`src/rtl/hamming_secded_decoder.sv`:
```
// hamming_secded_decoder
// ----------------------
// Streaming extended-Hamming (SECDED) decoder with a valid/ready handshake
// and a two-register pipeline. It corrects any single-bit error and flags
// any double-bit error.
//
// Codeword layout: bit 0 is overall parity, so the XOR of every bit is 0 for
// a clean word. Bits 1..CODE_W-1 are Hamming positions. Power-of-two
// positions hold check bits. The other positions hold data[0]..data[DATA_W-1]
// in ascending order.
//
// Ports:
//   clk, rst_n          rising-edge clock, asynchronous active-low reset
//   in_valid/in_ready   input handshake for codeword
//   codeword            received codeword, DATA_W+PARITY_W+1 bits
//   out_valid/out_ready output handshake for the decoded result
//   data                corrected data (raw data bits when uncorrectable)
//   syndrome            Hamming syndrome of the codeword
//   err_corrected       a single-bit error was corrected
//   err_uncorrectable   a double-bit error was detected
//   cnt_clr             synchronous clear for the error counters
//   cnt_corrected       saturating count of corrected results delivered
//   cnt_uncorrectable   saturating count of uncorrectable results delivered
//
// Build option: define HAMMING_SECDED_STATS_EN to build the error counters.
// Without it, the counters read as 0 and cnt_clr is ignored.
module hamming_secded_decoder #(
  parameter int DATA_W   = 4,
  parameter int PARITY_W = 3,
  parameter int CNT_W    = 16
) (
  input  logic                       clk,
  input  logic                       rst_n,
  input  logic                       in_valid,
  output logic                       in_ready,
  input  logic [DATA_W+PARITY_W:0]   codeword,
  output logic                       out_valid,
  input  logic                       out_ready,
  output logic [DATA_W-1:0]          data,
  output logic [PARITY_W-1:0]        syndrome,
  output logic                       err_corrected,
  output logic                       err_uncorrectable,
  input  logic                       cnt_clr,
  output logic [CNT_W-1:0]           cnt_corrected,
  output logic [CNT_W-1:0]           cnt_uncorrectable
);

  localparam int CODE_W = DATA_W + PARITY_W + 1;

  // The syndrome must be able to name every position of the codeword.
  generate
    if ((2 ** PARITY_W) < CODE_W) begin : g_bad_params
      $error("hamming_secded_decoder: PARITY_W too small for DATA_W");
    end
  endgenerate

  // This function returns the codeword position of data bit idx. It counts
  // the non-power-of-two positions from 1 upward.
  function automatic int data_pos(input int idx);
    int cnt;
    int pos;
    cnt = 0;
    pos = 0;
    for (int p = 1; p < CODE_W; p++) begin
      if ((p & (p - 1)) != 0) begin
        if (cnt == idx) pos = p;
        cnt++;
      end
    end
    return pos;
  endfunction

  logic              s1_valid;
  logic [CODE_W-1:0] s1_cw;
  logic              s2_advance;

  // Stage 2 can take a new word when it is empty or is being drained.
  // Stage 1 can take a new word when it is empty or can pass its word on.
  assign s2_advance = !out_valid || out_ready;
  assign in_ready   = !s1_valid || s2_advance;

  always_ff @(posedge clk or negedge rst_n) begin
    if (!rst_n) begin
      s1_valid <= 1'b0;
      s1_cw    <= '0;
    end else if (in_ready) begin
      s1_valid <= in_valid;
      if (in_valid) s1_cw <= codeword;
    end
  end

  logic [PARITY_W-1:0] syn;
  logic                pe;
  logic                syn_in_range;
  logic                single_err;
  logic                double_err;
  logic [CODE_W-1:0]   fixed_cw;
  logic [DATA_W-1:0]   fixed_data;

  // The syndrome is the XOR of the indices of all set Hamming positions.
  always_comb begin
    syn = '0;
    for (int p = 1; p < CODE_W; p++) begin
      if (s1_cw[p]) syn = syn ^ PARITY_W'(p);
    end
  end

  assign pe = ^s1_cw;

  // Classification uses the syndrome and the overall parity bit pe.
  // If pe is set, there is a single error, unless the syndrome points past
  // the end of the word. If pe is clear and the syndrome is nonzero, there
  // are two errors. A syndrome of 0 with pe set means bit 0 itself flipped.
  assign syn_in_range = (32'(syn) < 32'(CODE_W));
  assign single_err   = pe && syn_in_range;
  assign double_err   = pe ? !syn_in_range : (syn != '0);

  always_comb begin
    fixed_cw = s1_cw;
    if (single_err) fixed_cw = s1_cw ^ (CODE_W'(1) << syn);
  end

  // fixed_cw equals the raw word unless a correction applies, so a single
  // extraction covers the clean, corrected and raw-uncorrectable cases.
  generate
    for (genvar i = 0; i < DATA_W; i++) begin : g_extract
      assign fixed_data[i] = fixed_cw[data_pos(i)];
    end
  endgenerate

  // Stage 2 holds the result. The flags are cleared when a bubble moves in,
  // so they are 0 whenever out_valid is 0.
  always_ff @(posedge clk or negedge rst_n) begin
    if (!rst_n) begin
      out_valid         <= 1'b0;
      data              <= '0;
      syndrome          <= '0;
      err_corrected     <= 1'b0;
      err_uncorrectable <= 1'b0;
    end else if (s2_advance) begin
      out_valid <= s1_valid;
      if (s1_valid) begin
        data              <= fixed_data;
        syndrome          <= syn;
        err_corrected     <= single_err;
        err_uncorrectable <= double_err;
      end else begin
        err_corrected     <= 1'b0;
        err_uncorrectable <= 1'b0;
      end
    end
  end

`ifdef HAMMING_SECDED_STATS_EN
  logic out_fire;
  assign out_fire = out_valid && out_ready;

  // The counters count only results that the consumer actually accepted.
  // Clear wins over an increment in the same cycle.
  always_ff @(posedge clk or negedge rst_n) begin
    if (!rst_n) begin
      cnt_corrected     <= '0;
      cnt_uncorrectable <= '0;
    end else if (cnt_clr) begin
      cnt_corrected     <= '0;
      cnt_uncorrectable <= '0;
    end else if (out_fire) begin
      if (err_corrected && (cnt_corrected != '1))
        cnt_corrected <= cnt_corrected + CNT_W'(1);
      if (err_uncorrectable && (cnt_uncorrectable != '1))
        cnt_uncorrectable <= cnt_uncorrectable + CNT_W'(1);
    end
  end
`else
  logic unused_cnt_clr;
  assign unused_cnt_clr    = cnt_clr;
  assign cnt_corrected     = '0;
  assign cnt_uncorrectable = '0;
`endif

endmodule

```
`config.mk`:
```
export PLATFORM = sky130hd
export DESIGN_NAME = hamming_secded_decoder
export DESIGN_NICKNAME = d
export VERILOG_FILES = /design/src/rtl/hamming_secded_decoder.sv
export SDC_FILE = /design/constraint.sdc
export NUM_CORES = 1
export LEC_CHECK = 0
export BUFFER_PORTS_ARGS = -buffer_cell sky130_fd_sc_hd__buf_2
export CORE_ASPECT_RATIO = 1.5
export CORE_MARGIN = 3
export CORE_UTILIZATION = 42
export DETAILED_ROUTE_END_ITERATION = 10
export PLACE_DENSITY_LB_ADDON = 0.1
export REMOVE_ABC_BUFFERS = 1
export SLEW_MARGIN = 25
export SYNTH_ARGS = -nofsm -noshare
export SYNTH_HDL_FRONTEND = slang
export SYNTH_SLANG_ARGS = --single-unit
```
`constraint.sdc`:
```
create_clock -name clk -period 1.6 [get_ports clk]
set_input_delay 0 -clock clk [delete_from_list [all_inputs] [get_ports clk]]
set_output_delay 0 -clock clk [all_outputs]
set_load 0.05 [all_outputs]
```
==> run metrics <==
status=complete, but fails checks; failing checks=negative setup slack; Sink Count=19; fin crit share=109%; register area share after synthesis=38.2%; Design Area, Final=0.00164 mm^2; crit path capture type=register; CTS buffer count=3; critical path type=reg -> reg; pre-CTS setup slack=-0.163 ns; power per cell area=1580 mW/mm^2; H-tree depth=1; post-DP HPWL=1760 um; Max FO, Critical Path=5; maximum clock rate=574 MHz; DRT antenna net count=0; crit path launch=s1_cw[6]; footprint of the multi-input gates=659 um^2; Ant. Diodes=0; final hold viol count=0; grt ovf=0; Post-DP Area=0.00143 mm^2; maximum clock path buffer count=2; CTS tree=built; Hold Path Cell Cnt=4; antenna violations before repair=0; Critical Path AT=1.88 ns; PnR worst setup slack=-0.142 ns; CP Cell Sequence=xnor3_2, xnor2_4, buf_4, a211oi_2, xnor2_1, o21ai_1; Die W=50.5 um; crit path buf inv count=1; vias=908; yosys warns=0; syn_area_per_cell=10.7 um^2; Final setup viols=6; # DRC=0; CP Data Required Time=1.74 ns; Max IR drop VDD=748 uV; skew final=0.00343 ns; HP Class=in -> reg; hold endpoint=s1_valid; kind of cell adding the most delay to the critical path=XOR/XNOR gates; Routed WL=2290 um; vias in the first global route=858; Nets=189; slowest stage delay, CP=0.49 ns; min cycle time layout=1.74 ns; hold path start=out_ready; row cnt=23; Core ar.=0.00276 mm^2; max-cap viol count=0; crit path launch type=register; CP max stage cell=xnor3_2; CTS root buf=clkbuf_8; die footprint=0.00367 mm^2; Initial DRT Pass Iterations=3; Core Util, Final=59.2%; RSZ-0062 raised after global routing=true; IO Pins=56; Fillers=246; Post-Synthesis Cells=116; synthesized area=0.00124 mm^2; RR Endpoint=data[0]; Worst-path clk slew=0.07 ns; flip-flop and latch area=477 um^2; largest net degree at the start of global routing=20; RR Startpoint=s1_cw[6]; Synth Register Bits=19; clock latency on the worst-skew pair=0.25 ns; LEAKAGE=0.808 nW; Die Y=72.7 um; Initial Util=45.1%; # port buffers=22; R2R cell count=6; Initial DRC Count=9; r2r setup slk=-0.14 ns; Crit path depth=6; Placer Congestion=0.700; post-route setup TNS=-0.374 ns; layout cell share with drive strength beyond 1=44.6%; Pwr Total=2.59 mW; max-slew violations=0; Netlist cell types=26; WL/cell=10.8 um; first-pass GRT wire length=3620 um; GRT Total Usage=12.9%; Via density=4.28; Area Growth Syn to Fin=31.5%
[kinds of logic (layout without fill, tap and decap cells)]
group	count (synthesis)	count (layout)	synth area share, %
other cells	1	32	0.301
mux	12	12	10.8
xor+xnor	16	16	15.2
simple gates	22	22	9.45
flops	19	19	38.2
compound gates	11	11	5.93
buf+inv	35	63	20.2
[layer usage]
metal	global-route usage [%]	wire, um
met1	12.5	724
met2	25.3	1340
met3	1.84	172
met4	7.19	48
met5	0	0
[area by class of cell]
cell class              instances  area share [%]
multi-input cells              93            40.3
well taps                      37            2.83
flip-flops and latches         19            29.1
inverters                       1           0.229
clock buffers                   4            2.75
repair buffers                 58            24.8
[worst max-delay path by stage]
stage / to / slack, ns
final: data[0] / -0.14
after global routing: data[1] / -0.22
after CTS: data[1] / -0.10
after detailed placement: err_uncorrectable / -0.16
after global placement: err_uncorrectable / -0.07
after floorplan: s1_cw[0] / -0.49
[cell usage in the layout (no fill, tap or decap), drive strengths merged, types with 2 or more instances in the layout]
master       instances
and3                 2
xnor2               10
o21ai                7
clkbuf               4
o211ai               2
dfrtp               19
dlygate4sd3         10
nand2b               2
nor3                 2
or3                  2
buf                 48
mux2                11
conb                32
nand3                3
xor2                 5
nand2                9
[where the power goes]
part	total (mW)	internal [mW]	switching [mW]	leakage, nW
Sequential	0.696	0.613	0.0830	0.224
Combinational	1.57	0.625	0.941	0.562
Clock	0.327	0.177	0.150	0.0228
[worst reg2reg max path: stages (launching register included)]
cell and delay [ns]:
dfrtp_1 0.37, xnor3_2 0.49, xnor2_4 0.17, buf_4 0.14, a211oi_2 0.23, xnor2_1 0.14
o21ai_1 0.08
[state kept, by name (all words and copies together), names as in the netlist]
name and count:
syndrome 3, err_uncorrectable 1, err_corrected 1, out_valid 1
s1_valid 1, s1_cw 8, data 4
[synthesized netlist by cell type (all sizes together)]
cell type   n  area (um^2)
xnor2      10          121
buf        32          240
mux2       11          124
nand3       3         15.0
nor2b       1         6.26
a211oi      1         12.5
nand2       9         33.8
or2         1         6.26
xnor3       1         23.8
o211ai      2         15.0
nor3        2         10.0
conb        1         3.75
or3         2         18.8
a21boi      1         11.3
inv         1         3.75
clkbuf      2         7.51
mux2i       1         10.0
nand2b      2         12.5
o21ai       7         35.0
xor2        5         43.8
and3        2         15.0
dfrtp      19          475
[per-stage QoR]
stage          hold slack, ns  instances
5_1_grt                 0.152        212
3_3_place_gp          -0.0387        193
6_report                0.107        212
2_1_floorplan          -0.296        113
3_5_place_dp          -0.0291        193
4_1_cts                0.0869        210
[repair_timing]
action | in CTS | in global routing
endpoints found under the setup margin | 6 | 14
hold endpoints to repair | 28 | 0
pin swaps | 6 | 4
gates resized for setup | 3 | 4
hold buffers | 10 | 0
buffers inserted | 3 | 2
No activity file was read; power rests on OpenSTA's default activity.
